==> src/rtl/ioctl_dl_router_if.sv <==
// ioctl_dl_router_if: HPS ioctl byte bus plus the packed region write bus
interface ioctl_dl_router_if #(
    parameter int NUM_REGIONS = 4,
    parameter int REGION_AW   = 14,
    parameter int DATA_W      = 8
);
    localparam int AW = REGION_AW - $clog2(DATA_W / 8);
    logic                   ioctl_download;
    logic [7:0]             ioctl_index;
    logic                   ioctl_wr;
    logic [24:0]            ioctl_addr;
    logic [7:0]             ioctl_dout;
    logic                   ioctl_wait;
    logic [AW-1:0]          dn_addr;
    logic [DATA_W-1:0]      dn_data;
    logic [NUM_REGIONS-1:0] dn_we;
    logic                   dn_ready;
    modport master (
        output ioctl_download, ioctl_index, ioctl_wr, ioctl_addr, ioctl_dout, dn_ready,
        input  ioctl_wait, dn_addr, dn_data, dn_we
    );
    modport slave (
        input  ioctl_download, ioctl_index, ioctl_wr, ioctl_addr, ioctl_dout, dn_ready,
        output ioctl_wait, dn_addr, dn_data, dn_we
    );
endinterface

==> src/rtl/ioctl_dl_router.sv <==
// ioctl_dl_router: packs HPS download bytes into words, routes them to regions, holds core reset
module ioctl_dl_router #(
    parameter int         NUM_REGIONS = 4,
    parameter int         REGION_AW   = 14,
    parameter int         DATA_W      = 8,
    parameter logic [7:0] ROM_INDEX   = 8'd0,
    parameter int         RESET_HOLD  = 16,
    parameter logic [7:0] PAD_BYTE    = 8'hFF
) (
    input  logic              clk_sys,
    input  logic              reset_n,
    ioctl_dl_router_if.slave  bus,
    output logic              core_reset,
    output logic              dl_done,
    output logic              dl_overflow,
    output logic [24:0]       byte_count
);
    localparam int BYTES = DATA_W / 8;
    localparam int LB    = $clog2(BYTES);
    localparam int RB    = $clog2(NUM_REGIONS);
    localparam int LW    = (LB > 0) ? LB : 1;
    localparam int RW    = (RB > 0) ? RB : 1;
    localparam int AW    = REGION_AW - LB;
    localparam int CW    = $clog2(RESET_HOLD + 1);

    typedef enum logic [1:0] {IDLE, LOAD, FLUSH, HOLD} state_t;

    state_t                 st_q, st_d;
    logic                   dl_prev_q;
    logic [DATA_W-1:0]      word_q, word_d, dn_data_q, dn_data_d;
    logic [BYTES-1:0]       mask_q, mask_d;
    logic [AW-1:0]          wa_q, wa_d, dn_addr_q, dn_addr_d;
    logic [RW-1:0]          rg_q, rg_d;
    logic [NUM_REGIONS-1:0] dn_we_q, dn_we_d;
    logic [CW-1:0]          cnt_q, cnt_d;
    logic                   core_reset_q, core_reset_d;
    logic                   dl_done_q, dl_done_d;
    logic                   dl_overflow_q, dl_overflow_d;
    logic [24:0]            byte_count_q, byte_count_d;

    logic              pending, accept, oob, rise, fall, free, last;
    logic [LW-1:0]     lane;
    logic [RW-1:0]     rg;
    logic [AW-1:0]     wa;
    logic [DATA_W-1:0] packed_w, padded_w;

    assign pending        = |dn_we_q;
    assign bus.ioctl_wait = pending & ~bus.dn_ready;
    assign bus.dn_we      = dn_we_q;
    assign bus.dn_data    = dn_data_q;
    assign bus.dn_addr    = dn_addr_q;
    assign core_reset     = core_reset_q;
    assign dl_done        = dl_done_q;
    assign dl_overflow    = dl_overflow_q;
    assign byte_count     = byte_count_q;

    assign lane   = LW'(bus.ioctl_addr) & LW'(BYTES - 1);
    assign rg     = RW'(bus.ioctl_addr >> REGION_AW) & RW'(NUM_REGIONS - 1);
    assign wa     = AW'(bus.ioctl_addr >> LB);
    assign oob    = |(bus.ioctl_addr >> (REGION_AW + RB));
    assign rise   = ~dl_prev_q & bus.ioctl_download & (bus.ioctl_index == ROM_INDEX);
    assign fall   = dl_prev_q & ~bus.ioctl_download;
    assign accept = (st_q == LOAD) & bus.ioctl_wr & bus.ioctl_download &
                    (bus.ioctl_index == ROM_INDEX) & ~bus.ioctl_wait;
    assign last   = lane == LW'(BYTES - 1);
    // the output register may be reloaded in the same cycle its word is taken
    assign free   = ~pending | bus.dn_ready;

    always_comb begin
        packed_w = word_q;
        packed_w[8*int'(lane) +: 8] = bus.ioctl_dout;
        padded_w = word_q;
        for (int i = 0; i < BYTES; i++)
            padded_w[i*8 +: 8] = mask_q[i] ? word_q[i*8 +: 8] : PAD_BYTE;
    end

    always_comb begin
        st_d          = st_q;
        word_d        = word_q;
        mask_d        = mask_q;
        wa_d          = wa_q;
        rg_d          = rg_q;
        dn_data_d     = dn_data_q;
        dn_addr_d     = dn_addr_q;
        dn_we_d       = bus.dn_ready ? '0 : dn_we_q;
        cnt_d         = '0;
        dl_done_d     = 1'b0;
        dl_overflow_d = dl_overflow_q;
        byte_count_d  = byte_count_q;
        if (accept) begin
            byte_count_d = &byte_count_q ? byte_count_q : byte_count_q + 25'd1;
            if (oob) begin
                dl_overflow_d = 1'b1;
            end else begin
                word_d = packed_w;
                wa_d   = wa;
                rg_d   = rg;
                mask_d = mask_q | (BYTES'(1) << lane);
                if (last) begin
                    mask_d    = '0;
                    dn_data_d = packed_w;
                    dn_addr_d = wa;
                    dn_we_d   = NUM_REGIONS'(1) << rg;
                end
            end
        end
        case (st_q)
            IDLE: if (rise) begin
                st_d          = LOAD;
                byte_count_d  = '0;
                mask_d        = '0;
                dl_overflow_d = 1'b0;
            end
            LOAD: if (fall) st_d = |mask_q ? FLUSH : HOLD;
            FLUSH: if (free) begin
                dn_data_d = padded_w;
                dn_addr_d = wa_q;
                dn_we_d   = NUM_REGIONS'(1) << rg_q;
                mask_d    = '0;
                st_d      = HOLD;
            end
            HOLD: if (rise) begin
                st_d          = LOAD;
                byte_count_d  = '0;
                mask_d        = '0;
                dl_overflow_d = 1'b0;
            end else if (!pending) begin
                cnt_d     = (cnt_q == CW'(RESET_HOLD - 1)) ? '0 : cnt_q + CW'(1);
                st_d      = (cnt_q == CW'(RESET_HOLD - 1)) ? IDLE : HOLD;
                dl_done_d = cnt_q == CW'(RESET_HOLD - 1);
            end else begin
                cnt_d = cnt_q;
            end
        endcase
        core_reset_d = st_d != IDLE;
    end

    // download level is tracked through reset so a held download is not mistaken for a new one
    always_ff @(posedge clk_sys) begin
        dl_prev_q <= bus.ioctl_download;
        if (!reset_n) begin
            st_q          <= IDLE;
            mask_q        <= '0;
            dn_we_q       <= '0;
            cnt_q         <= '0;
            core_reset_q  <= 1'b1;
            dl_done_q     <= 1'b0;
            dl_overflow_q <= 1'b0;
            byte_count_q  <= '0;
        end else begin
            st_q          <= st_d;
            word_q        <= word_d;
            mask_q        <= mask_d;
            wa_q          <= wa_d;
            rg_q          <= rg_d;
            dn_data_q     <= dn_data_d;
            dn_addr_q     <= dn_addr_d;
            dn_we_q       <= dn_we_d;
            cnt_q         <= cnt_d;
            core_reset_q  <= core_reset_d;
            dl_done_q     <= dl_done_d;
            dl_overflow_q <= dl_overflow_d;
            byte_count_q  <= byte_count_d;
        end
    end
endmodule

==> src/flat_wrapper.sv <==
// flat-port wrapper written by rule: the top's interface ports become plain ports
module ioctl_dl_router_flat 
#(
    parameter int         NUM_REGIONS = 4,
    parameter int         REGION_AW   = 14,
    parameter int         DATA_W      = 8,
    parameter logic [7:0] ROM_INDEX   = 8'd0,
    parameter int         RESET_HOLD  = 16,
    parameter logic [7:0] PAD_BYTE    = 8'hFF
)
  (clk_sys, reset_n, core_reset, dl_done, dl_overflow, byte_count, bus_ioctl_download, bus_ioctl_index, bus_ioctl_wr, bus_ioctl_addr, bus_ioctl_dout, bus_dn_ready, bus_ioctl_wait, bus_dn_addr, bus_dn_data, bus_dn_we);
  ioctl_dl_router_if #(.NUM_REGIONS(NUM_REGIONS), .REGION_AW(REGION_AW), .DATA_W(DATA_W)) bus_i ();
  input  logic clk_sys;
  input  logic reset_n;
  output logic core_reset;
  output logic dl_done;
  output logic dl_overflow;
  output logic [24:0] byte_count;
  input wire logic [$bits(bus_i.ioctl_download)-1:0] bus_ioctl_download;
  input wire logic [$bits(bus_i.ioctl_index)-1:0] bus_ioctl_index;
  input wire logic [$bits(bus_i.ioctl_wr)-1:0] bus_ioctl_wr;
  input wire logic [$bits(bus_i.ioctl_addr)-1:0] bus_ioctl_addr;
  input wire logic [$bits(bus_i.ioctl_dout)-1:0] bus_ioctl_dout;
  input wire logic [$bits(bus_i.dn_ready)-1:0] bus_dn_ready;
  output wire logic [$bits(bus_i.ioctl_wait)-1:0] bus_ioctl_wait;
  output wire logic [$bits(bus_i.dn_addr)-1:0] bus_dn_addr;
  output wire logic [$bits(bus_i.dn_data)-1:0] bus_dn_data;
  output wire logic [$bits(bus_i.dn_we)-1:0] bus_dn_we;
  assign bus_i.ioctl_download = bus_ioctl_download;
  assign bus_i.ioctl_index = bus_ioctl_index;
  assign bus_i.ioctl_wr = bus_ioctl_wr;
  assign bus_i.ioctl_addr = bus_ioctl_addr;
  assign bus_i.ioctl_dout = bus_ioctl_dout;
  assign bus_i.dn_ready = bus_dn_ready;
  assign bus_ioctl_wait = bus_i.ioctl_wait;
  assign bus_dn_addr = bus_i.dn_addr;
  assign bus_dn_data = bus_i.dn_data;
  assign bus_dn_we = bus_i.dn_we;
  ioctl_dl_router #(.NUM_REGIONS(NUM_REGIONS), .REGION_AW(REGION_AW), .DATA_W(DATA_W), .ROM_INDEX(ROM_INDEX), .RESET_HOLD(RESET_HOLD), .PAD_BYTE(PAD_BYTE)) u_core (.clk_sys(clk_sys), .reset_n(reset_n), .bus(bus_i), .core_reset(core_reset), .dl_done(dl_done), .dl_overflow(dl_overflow), .byte_count(byte_count));
endmodule
==> config.mk <==
export PLATFORM = sky130hd
export DESIGN_NAME = ioctl_dl_router_flat
export DESIGN_NICKNAME = d
export VERILOG_FILES = /design/src/rtl/ioctl_dl_router_if.sv /design/src/rtl/ioctl_dl_router.sv /design/src/flat_wrapper.sv
export SDC_FILE = /design/constraint.sdc
export NUM_CORES = 1
export LEC_CHECK = 0
export ABC_CLOCK_PERIOD_IN_PS = 5700
export BUFFER_PORTS_ARGS = -buffer_cell sky130_fd_sc_hd__buf_2
export CORE_ASPECT_RATIO = 1.1
export CORE_MARGIN = 4
export CORE_UTILIZATION = 53
export CTS_CLUSTER_DIAMETER = 50
export CTS_CLUSTER_SIZE = 30
export DETAILED_ROUTE_END_ITERATION = 10
export PLACE_DENSITY_LB_ADDON = 0.15
export SLEW_MARGIN = 0
export SYNTH_ARGS = -nofsm -noshare
export SYNTH_HDL_FRONTEND = slang
export SYNTH_SLANG_ARGS = --single-unit
==> constraint.sdc <==
create_clock -name clk_sys -period 5.7 [get_ports clk_sys]
set_clock_uncertainty 0.2 [all_clocks]
set_input_delay 0.285 -clock clk_sys [delete_from_list [all_inputs] [get_ports clk_sys]]
set_output_delay 0.285 -clock clk_sys [all_outputs]
set_load 0.02 [all_outputs]
; ---- Yosys cells after proc, flatten, opt, wreduce, memory -nomap -nowiden
; Index checks and enable logic that the tools add are counted.
[totals]
register_bits = 87
input_bits = 46
output_inout_bits = 55
elab_cells = 85
[op_classes]
add_sub_neg = 2
n_eq_ne = 4
shifts = 2
n_mux = 36
bitwise = 17
n_reduce_logical = 10
[ops]
columns = cell, n
row1 = $mux W25, 4
row2 = $mux W14, 4
row3 = $mux W8, 5
row4 = $add A25 B1 Y25 const B, 1
row5 = $reduce_and A25 Y1, 1
row6 = $mux W4, 5
row7 = $mux W2, 6
row8 = $mux W1, 9
row9 = $reduce_or A9 Y1, 1
row10 = $and A1 B1 Y1, 8
row11 = $logic_not A8 Y1, 1
row12 = $not A1 Y1, 8
row13 = $pmux W2 S4, 1
row14 = $shl A1 B2 Y4 const A, 2
row15 = $reduce_or A7 Y1, 1
row16 = $add A5 B1 Y5 const B, 1
row17 = $eq A5 B4 Y1 const B, 1
row18 = $mux W5, 1
row19 = $eq A2 B2 Y1 const B, 2
row20 = $reduce_or A4 Y1, 1
row21 = $reduce_and A3 Y1, 1
row22 = $reduce_or A3 Y1, 1
row23 = $eq A2 B1 Y1 const B, 1
row24 = $logic_not A2 Y1, 1
row25 = 4 further kinds, 4

; ---- Logic depth before layout (Yosys ltp)
; Gate-level depths: netlist of run 1.
[depth]
word_depth = 8
depth_mapped = 8
ltp_nobuf = 7

; ---- Worst setup path before layout of run 1
; Ideal clock, no wire load.
[synth_timing]
path_kind = reg2reg
startpoint = register u_core.dn_we_q[1], in the netlist u_core.bus.dn_we[1]
endpoint = register u_core.rg_q[0] (enable)
setup_ns = 0.466
t_arrival_ns = 3.446
required_time_ns = 5.034
setup_slack_ns = 1.588
stages_incl_launch_ff = 4
path_buffers = 0
synth_period_minus_slack_ns = 4.112
path_cell_list = dfxtp_1 nor4_4 o211ai_4 nor4_1
[synth_via]
elab_chain_len = 5
[synth_lines]
columns = item, line_no
row1 = start: declaration, ioctl_dl_router.sv:34  ; logic [NUM_REGIONS-1:0] dn_we_q, dn_we_d;
row2 = start signal: assignment, ioctl_dl_router.sv:158  ; dn_we_q <= dn_we_d;
row3 = $reduce_or A4 Y1, ioctl_dl_router.sv:47  ; assign pending = |dn_we_q;
row4 = $and A1 B1 Y1, ioctl_dl_router.sv:48  ; assign bus.ioctl_wait = pending & ~bus.dn_ready;
row5 = $not A1 Y1, ioctl_dl_router.sv:64  ; (bus.ioctl_index == ROM_INDEX) & ~bus.ioctl_wait;
row6 = $and A1 B1 Y1, ioctl_dl_router.sv:64
row7 = $reduce_and A3 Y1 (no source line), n/a
row8 = end signal: assignment, ioctl_dl_router.sv:155  ; rg_q <= rg_d;
row9 = end: declaration, ioctl_dl_router.sv:33  ; logic [RW-1:0] rg_q, rg_d;
; Every way passes these cells.
; A chain may end at the register's enable or synchronous reset.

; ---- Worst setup path in the final report of run 1
[layout_timing]
startpoint = register u_core.dn_we_q[1], in the netlist u_core.bus.dn_we[1]
endpoint = register u_core.byte_count_q[11], in the netlist u_core.byte_count[11]
[layout_via]
elab_chain_len = 7
[layout_lines]
columns = item, line_no
row1 = $reduce_or A4 Y1 *, ioctl_dl_router.sv:47
row2 = $and A1 B1 Y1 *, ioctl_dl_router.sv:48
row3 = $not A1 Y1 *, ioctl_dl_router.sv:64
row4 = $and A1 B1 Y1 *, ioctl_dl_router.sv:64
row5 = $mux W25 *, ioctl_dl_router.sv:90  ; if (accept) begin
row6 = $mux W25, "ioctl_dl_router.sv:108, ioctl_dl_router.sv:122"
row7 = $mux W25 *, n/a
row8 = end signal: assignment, ioctl_dl_router.sv:163  ; byte_count_q <= byte_count_d;
row9 = end: declaration, ioctl_dl_router.sv:39  ; logic [24:0] byte_count_q, byte_count_d;
; Mark *: on every way between the ends. The rest lies on a longest branch, timed or not.

==> reports/metrics.json, run 1 <==
{
  "outcome": "finished, final reports clean",
  "hpwl_mm": 6.666,
  "die_area_mm2": 0.009157,
  "yosys_warn_count": 0,
  "synth_unique_cells": 50,
  "area_delta_synth_final_pct": 26.50,
  "cts_tree": "built",
  "io_pins": 101,
  "io_buffers": 100,
  "detail_route.drc_violations": 0,
  "syn_area_per_cell_um2": 10.50,
  "final-seq-area_mm2": 0.002202,
  "mappedNetlistArea_mm2": 0.004075,
  "floorplan.rows": 33,
  "final_period_minus_worst_setup_slack_ns": 2.804,
  "initial_detailed_routing_violation_count": 185,
  "worstSetupStartpointType": "flop",
  "grt_pass1_wl_mm": 15.79,
  "max_clock_freq_mhz": 356.6,
  "gp_congestion": 0.8736,
  "hold_viol": 0,
  "relSlewSlack": 0.4721,
  "drt_wl_total_mm": 9.787,
  "total_congestion_overflow": 0,
  "floorplan.initialDensity": 0.5453,
  "final-max-slew-violation-count": 0,
  "synth-seq-area-share": 0.5404,
  "ys_ff_latch": 87,
  "power_per_cell_area_mw_per_mm2": 244.2,
  "count_of_max_cap_constraint_violations": 0,
  "timing.final.crit_share": 0.4920,
  "worst-path-max-fanout": 28,
  "worstPathCellList": "nor4_4 > o211ai_4 > a211o_1 > or4_1 > a21oi_1",
  "slowest_cell_on_the_critical_path": "nor4_4",
  "pre_cts_slack_ns": 2.917,
  "dieWidth_um": 91.61,
  "numClockSinks": 87,
  "finish.instance_area_mm2": 0.005155,
  "worst_hold_path_type": "primary input to flop",
  "report.power.total_mw": 1.259,
  "insertion_delay_ns": 0.35,
  "track_usage": 0.2140,
  "antenna_found_initial": 0,
  "post_drt_wl_per_cell_um": 15.73,
  "post_cts.repair.setup_buffers": 0,
  "report.final.setup_viol": 0,
  "grt_max_degree": 53,
  "detailed_place.area_mm2": 0.004684,
  "timing.critical_path.to_type": "flop",
  "fin_setup_tns_ns": 0,
  "cts.htree.levels": 3,
  "synthArstFlopShare": 0,
  "synth_edf_count": 46,
  "vias_per_cell": 5.648,
  "clock_path_buffers": 2,
  "rsz0062_at_grt": "false",
  "grt_pass1_vias": 3370,
  "fp.coreArea_mm2": 0.007473,
  "max_slew.worst_pin.slew_ns": 0.7918,
  "antenna_left": 0,
  "timing.critical_path.slowest_cell_delay_ns": 0.63,
  "synthesis.instances": 388,
  "cts-buffers-inserted": 9,
  "worst_slack_ns": 2.896,
  "drt-pass1-iter-count": 5,
  "critical_path_data_required_time_ns": 5.78,
  "irDropWorstVdd_mv": 0.1633,
  "synth_nets": 441,
  "synthFlopType": "edfxtp_1",
  "most_frequent_cells_in_the_layout": "buf_2, a21oi_1, edfxtp_1",
  "num_vias": 3513,
  "worst-endpoint-arrival_ns": 2.88,
  "fillCellCount": 575,
  "leakagePower_nw": 1.916,
  "layout_commonest_cell": "buf_2",
  "drive_above_1_share": 0.2495,
  "diodes": 0,
  "worst-setup-path-type": "flop to flop",
  "area_used_by_multi_input_combinational_logic_mm2": 0.001775,
  "final_nets": 565,
  "clock_transition_time_at_the_flip_flop_clock_pins_of_the_worst_setup_and_hold_paths_ns": 0.09,
  "root_buffer": "clkbuf_8",
  "dieHeight_um": 99.97,
  "fin_util": 0.6898
}
[cells in the mapped netlist, types with 7 or more instances]
library cell  count  share of area
o31ai_1          10          0.018
o21ai_0          17          0.021
mux2i_1          26          0.064
dfxtp_1          41           0.20
edfxtp_1         46           0.34
or3_1             9          0.014
inv_1            14          0.013
ha_1              7          0.021
nor2_1           31          0.029
nand2_1          17          0.016
or4_1            10          0.018
clkbuf_1         10         0.0092
nand3_1          16          0.020
nor3_1            8         0.0098
nor3b_1           8          0.015
a21oi_1          51          0.063
[path summary, 6_finish.rpt]
kind	cells after the start	slack, ns	from	end
max	5	2.90	u_core.bus.dn_we[1]	u_core.byte_count[11]
min	5	0.19	bus_ioctl_addr[24]	u_core.dl_overflow
max reg2reg	5	2.90	u_core.bus.dn_we[1]	u_core.byte_count[11]
min reg2reg	2	0.29	u_core.cnt_q[4]	u_core.cnt_q[4]
[power by group]
| part | switching [mW] | leakage [nW] | internal [mW] |
|---|---|---|---|
| combinational | 0.0563 | 1.05 | 0.0460 |
| sequential | 0.00876 | 0.762 | 0.673 |
| clock | 0.226 | 0.103 | 0.249 |
[cell families (layout without fill, tap and decap cells)]
family | after synthesis | after routing | share of synthesized area
AND/OR/NAND/NOR | 139 | 139 | 0.1980
flip-flops | 87 | 87 | 0.5404
AO/OA/AOI/OAI | 98 | 98 | 0.1425
buffers and inverters | 29 | 158 | 0.02947
adder cells (fa/ha/maj) | 7 | 7 | 0.02149
XOR/XNOR | 2 | 2 | 0.004299
multiplexers | 26 | 26 | 0.06386
[flip-flops by register name, summed over array words and instances (netlist names)]
name,count
u_core.mask_q,1
u_core.bus.dn_addr,14
u_core.cnt_q,5
u_core.rg_q,2
u_core.byte_count,25
u_core.word_q,8
u_core.bus.dn_we,4
u_core.dl_prev_q,1
u_core.bus.dn_data,8
u_core.wa_q,14
u_core.core_reset,1
u_core.dl_overflow,1
u_core.dl_done,1
u_core.st_q,2
[metal layers]
layer / vias up / part of all wire / track usage
li1: 1719 / - / -
met1: 1649 / 0.44 / 0.2765
met2: 126 / 0.49 / 0.3524
met3: 19 / 0.057 / 0.04123
met4: 0 / 0.018 / 0.09165
met5: - / 0 / 0
[stage by stage]
step / hold WS [ns] / std cells
after floorplan: 0.1127 / 388
final: 0.1868 / 622
after CTS: 0.1810 / 622
after global routing: 0.2292 / 622
after detailed placement: 0.2381 / 581
after global placement: 0.2276 / 581
[final cells by class]
type,count,share of cell area
clock inverter,6,0.01796
sequential,87,0.4272
multi-input combinational,272,0.3444
inverter,14,0.01019
tap,105,0.02549
clock buffer,10,0.02476
timing repair buffer,128,0.1500
[critical path, delay by kind of cell (launching register included)]
kind | cells | cell delay (ns)
and+or+nand+nor | 2 | 1.23
AOI/OAI and AO/OA | 3 | 0.93
DFF | 1 | 0.36
[repair_timing]
item | CTS | global route
resized for setup | 0 | 0
endpoints found under the hold margin | 25 | 0
hold buffers | 25 | 0
No activity file was read; power rests on OpenSTA's default activity.
==> run 2: changes to the inputs <==
--- a/config.mk
+++ b/config.mk
@@ -5,11 +5,12 @@
 export SDC_FILE = /design/constraint.sdc
 export NUM_CORES = 1
 export LEC_CHECK = 0
-export ABC_CLOCK_PERIOD_IN_PS = 5700
+export ABC_AREA = 1
+export ABC_CLOCK_PERIOD_IN_PS = 2350
 export BUFFER_PORTS_ARGS = -buffer_cell sky130_fd_sc_hd__buf_2
 export CORE_ASPECT_RATIO = 1.1
 export CORE_MARGIN = 4
-export CORE_UTILIZATION = 53
+export CORE_UTILIZATION = 49
 export CTS_CLUSTER_DIAMETER = 50
 export CTS_CLUSTER_SIZE = 30
 export DETAILED_ROUTE_END_ITERATION = 10
==> constraint.sdc (replaced) <==
create_clock -name clk_sys -period 2.35 [get_ports clk_sys]
set_clock_uncertainty 0.2 [all_clocks]
set_input_delay 0.1175 -clock clk_sys [delete_from_list [all_inputs] [get_ports clk_sys]]
set_output_delay 0.1175 -clock clk_sys [all_outputs]
set_load 0.02 [all_outputs]
==> reports/metrics.json, run 2 <==
{
  "cts-buffers-inserted": 9,
  "worstSetupStartpointType": "flop",
  "track_usage": 0.2206,
  "gp_congestion": 0.9450,
  "synthFlopType": "edfxtp_1",
  "number_of_standard_cells_in_the_final_layout_excluding_fillers": 814,
  "count_of_max_cap_constraint_violations": 0,
  "final_nets": 748,
  "synth-seq-area-share": 0.4829,
  "timing.critical_path.to_type": "flop",
  "finish.instance_area_mm2": 0.005658,
  "fin_util": 0.6312,
  "diodes": 0,
  "area_delta_synth_final_pct": 24.06,
  "p_switching_mw": 0.7115,
  "hold_viol": 0,
  "synth_top_cells_by_area": "edfxtp_1, dfxtp_1, nand2_1, nor2_1, nand3_1",
  "max_clock_freq_mhz": 464.3,
  "worst_hold_path_type": "primary input to flop",
  "leakagePower_nw": 2.385,
  "syn_area_per_cell_um2": 8.144,
  "io_pins": 101,
  "die_area_mm2": 0.01092,
  "root_buffer": "clkbuf_8",
  "grt_pass1_vias": 4080,
  "grt_max_degree": 32,
  "critical_path_data_required_time_ns": 2.44,
  "synthMostInstantiatedCell": "nand2_1",
  "most_frequent_cells_after_synthesis": "nand2_1, nor2_1, edfxtp_1",
  "fin_setup_tns_ns": 0,
  "yosys_warn_count": 0,
  "post_cts.repair.setup_buffers": 0,
  "fillCellCount": 824,
  "floorplan.initialDensity": 0.5088,
  "detailed_place.area_mm2": 0.005218,
  "dp.cells": 772,
  "initial_detailed_routing_violation_count": 173,
  "report.power.total_mw": 2.832,
  "synthDominantCellAreaShare": 0.3029,
  "antenna_left": 0,
  "cts_tree": "built",
  "drt-pass1-iter-count": 4,
  "mappedNetlistArea_mm2": 0.004561,
  "insertion_delay_ns": 0.36,
  "min_delay_path_depth": 6,
  "worst-setup-path-type": "flop to flop",
  "most_frequent_cells_in_the_layout": "nand2_1, buf_2, nor2_1",
  "worst-endpoint-arrival_ns": 2.25,
  "num_vias": 4204,
  "clock_transition_time_at_the_flip_flop_clock_pins_of_the_worst_setup_and_hold_paths_ns": 0.09,
  "total_congestion_overflow": 0,
  "timing.final.crit_share": 0.9164,
  "layout_commonest_cell": "nand2_1",
  "drive_above_1_share": 0.2457,
  "timing.hold.worst_endpoint": "u_core.bus.dn_we[2]",
  "clock_path_buffers": 2,
  "synth_edf_count": 46,
  "numClockSinks": 87,
  "relSlewSlack": 0.6567,
  "power_share_of_the_clock_group": 0.335,
  "fp.coreArea_mm2": 0.008964,
  "post_drt_wl_per_cell_um": 14.08,
  "power.internal_mw": 2.120,
  "vias_per_cell": 5.165,
  "antenna_found_initial": 0,
  "wl_met1_mm": 4.818,
  "power_per_cell_area_mw_per_mm2": 500.5,
  "final_period_minus_worst_setup_slack_ns": 2.154,
  "route.met3.wl_um": 749,
  "report.final.setup_viol": 0,
  "synth_nets": 613,
  "outcome": "finished, final reports clean",
  "grt_pass1_wl_mm": 19.26,
  "final-max-slew-violation-count": 0,
  "dieHeight_um": 109.2,
  "seqPwrFrac": 0.582,
  "synth_largest_area_cell": "edfxtp_1",
  "irDropWorstVdd_mv": 0.4141,
  "synth_unique_cells": 41,
  "swShare": 0.2513,
  "timing.rr.end": "u_core.byte_count[5]",
  "io_buffers": 100,
  "launch_instance_of_the_worst_min_delay_path": "bus_dn_ready",
  "dieWidth_um": 99.99,
  "synthesis.instances": 560,
  "worstRegToRegCells": 11,
  "drt_wl_total_mm": 11.47,
  "max_slew.worst_pin.slew_ns": 0.5102,
  "hpwl_mm": 8.189,
  "met2WireLength_mm": 5.720,
  "maxUsedRoutingLayer": "met4",
  "power_frac_comb": 0.083,
  "r2r-start": "u_core.byte_count[0]",
  "largest_register_ff_count": 25,
  "worst-path-max-fanout": 15,
  "ys_ff_latch": 87,
  "cts.htree.levels": 3,
  "detail_route.drc_violations": 0,
  "r2r_setup_slk_ns": 0.20,
  "rsz0062_at_grt": "false",
  "synthArstFlopShare": 0,
  "floorplan.rows": 36
}
run 2: timing repair:
action,in CTS,in global routing
hold buffers,26,0
endpoints found under the hold margin,54,0
resized for setup,0,3
endpoints found under the setup margin,0,26
run 2: layout make-up:
class / instances / area, µm² / share of cell area
clock buffer: 9 / 123.9 / 0.02189
clock inverter: 7 / 47.55 / 0.008403
inverter: 44 / 165.2 / 0.02919
multi-input combinational: 416 / 2117 / 0.3742
sequential: 87 / 2202 / 0.3892
tap: 114 / 142.6 / 0.02521
timing repair buffer: 137 / 859.6 / 0.1519
run 2: power groups by stage:
stage	combinational [mW]	sequential, mW	clock, mW
floorplan	0.0712	1.71	0
CTS	0.234	1.65	0.972
global placement	0.197	1.68	0
global route	0.261	1.65	1.04
finish	0.236	1.65	0.949
detailed placement	0.201	1.68	0
run 2: kinds of logic after synthesis:
| group | after synthesis | synth area share |
|---|---|---|
| flops | 87 | 0.4829 |
| buf+inv | 57 | 0.05569 |
| fa+ha+maj | 7 | 0.01920 |
| xor+xnor | 6 | 0.01152 |
| compound gates | 81 | 0.1021 |
| simple gates | 322 | 0.3287 |
run 2: layer usage:
metal	up-vias	global-route usage
met5	-	0
met4	0	0.07603
met3	15	0.04223
met2	123	0.3856
met1	1930	0.2731
li1	2136	-
run 2: worst max-delay path, cell delays in order, from the launching register on:
cell	delay [ns]
dfxtp_1	0.48
ha_1	0.29
nand3_2	0.12
inv_2	0.15
nand2_4	0.10
nor2_4	0.15
nand3_4	0.21
nand2_1	0.12
nand2_1	0.05
nand2_1	0.05
o21ai_0	0.08
nor2_1	0.09
run 2: metrics by stage:
step	setup WS [ns]	hold WS, ns
global placement	0.2093	0.06947
floorplan	0.06431	-0.05478
finish	0.1964	0.03719
CTS	0.1359	0.02397
detailed placement	0.1491	0.07188
global route	0.007383	0.09833
run 2: worst max-delay path by stage:
stage / from / to / slack, ns / depth (start not counted)
after floorplan: u_core.st_q[1] / u_core.rg_q[0] / 0.06 / 8
after global placement: u_core.st_q[1] / u_core.word_q[4] / 0.21 / 9
after detailed placement: u_core.st_q[1] / u_core.word_q[4] / 0.15 / 9
after CTS: u_core.st_q[1] / u_core.bus.dn_data[3] / 0.14 / 9
after global routing: u_core.byte_count[0] / u_core.byte_count[7] / 0.007 / 11
final: u_core.byte_count[0] / u_core.byte_count[5] / 0.20 / 11
==> run 3: changes to the inputs <==
--- a/config.mk
+++ b/config.mk
@@ -14,6 +14,7 @@
 export CTS_CLUSTER_DIAMETER = 50
 export CTS_CLUSTER_SIZE = 30
 export DETAILED_ROUTE_END_ITERATION = 10
+export HOLD_SLACK_MARGIN = 0.05
 export PLACE_DENSITY_LB_ADDON = 0.15
 export SLEW_MARGIN = 0
 export SYNTH_ARGS = -nofsm -noshare
==> reports/metrics.json, run 3 (same netlist as run 2, synthesis figures left out) <==
{
  "worst-path-max-fanout": 15,
  "hpwl_mm": 8.189,
  "initial_detailed_routing_violation_count": 204,
  "cts-buffers-inserted": 9,
  "timing.critical_path.slowest_cell_delay_ns": 0.48,
  "post_drt_wl_per_cell_um": 14.13,
  "report.power.total_mw": 2.837,
  "antenna_found_initial": 0,
  "antenna_left": 0,
  "grt_pass1_vias": 4089,
  "timing.final.crit_share": 0.9165,
  "slowest_cell_on_the_critical_path": "dfxtp_1",
  "leakagePower_nw": 2.389,
  "fin_hold_ws_ns": 0.1543,
  "worst-endpoint-arrival_ns": 2.25,
  "hold_viol": 0,
  "dieWidth_um": 99.99,
  "most_frequent_cells_in_the_layout": "nand2_1, buf_2, nor2_1",
  "io_pins": 101,
  "dieHeight_um": 109.2,
  "max_clock_freq_mhz": 464.3,
  "drt-pass1-iter-count": 4,
  "power_per_cell_area_mw_per_mm2": 500.5,
  "detailed_place.area_mm2": 0.005218,
  "path_buf_inv": 1,
  "clock_transition_time_at_the_flip_flop_clock_pins_of_the_worst_setup_and_hold_paths_ns": 0.09,
  "area_delta_synth_final_pct": 24.28,
  "worstPathCellList": "ha_1 > nand3_2 > inv_2 > nand2_4 > nor2_4 > nand3_4 > nand2_1 > nand2_1 > nand2_1 > o21ai_0 > nor2_1",
  "largest_register_ff_count": 25,
  "final_period_minus_worst_setup_slack_ns": 2.154,
  "fin_util": 0.6323,
  "final-max-slew-violation-count": 0,
  "post_cts.repair.setup_buffers": 0,
  "fin_setup_tns_ns": 0,
  "cts.htree.levels": 3,
  "total_congestion_overflow": 0,
  "clock_path_buffers": 2,
  "critical_path_data_required_time_ns": 2.44,
  "cts_tree": "built",
  "root_buffer": "clkbuf_8",
  "grt_max_degree": 32,
  "cpLargestDelayFamily": "simple AND/OR/NAND/NOR gates",
  "irDropWorstVdd_mv": 0.4141,
  "num_vias": 4208,
  "max_slew.worst_pin.slew_ns": 0.5141,
  "met3_usage": 0.04223,
  "gp_congestion": 0.9450,
  "fp.coreArea_mm2": 0.008964,
  "global_route_met2_usage": 0.3866,
  "grtUsageMet1": 0.2739,
  "finish.instance_area_mm2": 0.005668,
  "floorplan.rows": 36,
  "worst_hold_path_type": "primary input to flop",
  "diodes": 0,
  "io_buffers": 100,
  "track_usage": 0.2212,
  "worstSetupStartpointType": "flop",
  "detail_route.drc_violations": 0,
  "timing.critical_path.to_type": "flop",
  "drt_wl_total_mm": 11.51,
  "grt_pass1_wl_mm": 19.31,
  "outcome": "finished, final reports clean",
  "count_of_max_cap_constraint_violations": 0,
  "report.final.setup_viol": 0,
  "relSlewSlack": 0.6541,
  "insertion_delay_ns": 0.36,
  "layout_commonest_cell": "nand2_1",
  "cpMostUsedCell": "nand2_1",
  "final_nets": 749,
  "numClockSinks": 87,
  "drive_above_1_share": 0.2454,
  "vias_per_cell": 5.163,
  "floorplan.initialDensity": 0.5088,
  "rsz0062_at_grt": "false",
  "worst-setup-path-type": "flop to flop",
  "die_area_mm2": 0.01092,
  "top_usage_layer": "met2"
}
==> run 3: changes by cell type in the layout (fill, tap and decap cells not counted), sizes merged <==
cell,before,now
dlygate4sd3,26,27
==> run 3: layer usage <==
| layer | vias up | routed length (µm) |
|---|---|---|
| li1 | 2134 | - |
| met1 | 1941 | 4859 |
| met2 | 118 | 5760 |
| met3 | 15 | 714 |
| met4 | 0 | 177 |
| met5 | - | 0 |
==> run 3: cell type report <==
| cell class | instances | area (µm²) |
|---|---|---|
| clock inverters | 7 | 47.55 |
| repair buffers | 138 | 869.6 |
| clock buffers | 9 | 123.9 |
| flip-flops and latches | 87 | 2202 |
| multi-input cells | 416 | 2117 |
| well taps | 114 | 142.6 |
| inverters | 44 | 165.2 |
| fillers | 823 | 3296 |
==> run 3: what timing repair did <==
item | in CTS | in global routing
gates resized for setup | 0 | 3
endpoints found under the setup margin | 0 | 26
endpoints found under the hold margin | 54 | 0
hold buffers | 27 | 0
==> run 3: path summary, 6_finish.rpt <==
check | from | end | slack (ns) | cells after the start
setup / recovery | u_core.byte_count[0] | u_core.byte_count[5] | 0.20 | 11
hold / removal | bus_ioctl_index[7] | u_core.byte_count[19] | 0.15 | 9
setup reg to reg | u_core.byte_count[0] | u_core.byte_count[5] | 0.20 | 11
hold reg to reg | u_core.cnt_q[4] | u_core.cnt_q[4] | 0.27 | 2
==> run 3: report_power, final <==
group / switching, mW / internal, mW / total, mW
combinational: 0.132 / 0.105 / 0.237
sequential: 0.0171 / 1.63 / 1.65
clock: 0.566 / 0.386 / 0.953
==> run 3: through the flow <==
stage               cells  setup WS, ns
global placement      772        0.2093
detailed placement    772        0.1491
CTS                   815        0.1359
finish                815        0.1961
global route          815      0.007383
floorplan             560       0.06431
==> run 3: worst min-delay path, stage by stage <==
cell and delay [ns]:
buf_2 0.07, nor2_1 0.03, nand2_1 0.09, nor2_4 0.06
nand3_1 0.08, nor2_1 0.05, nand4_1 0.06, nand2_1 0.05
nor2_1 0.07
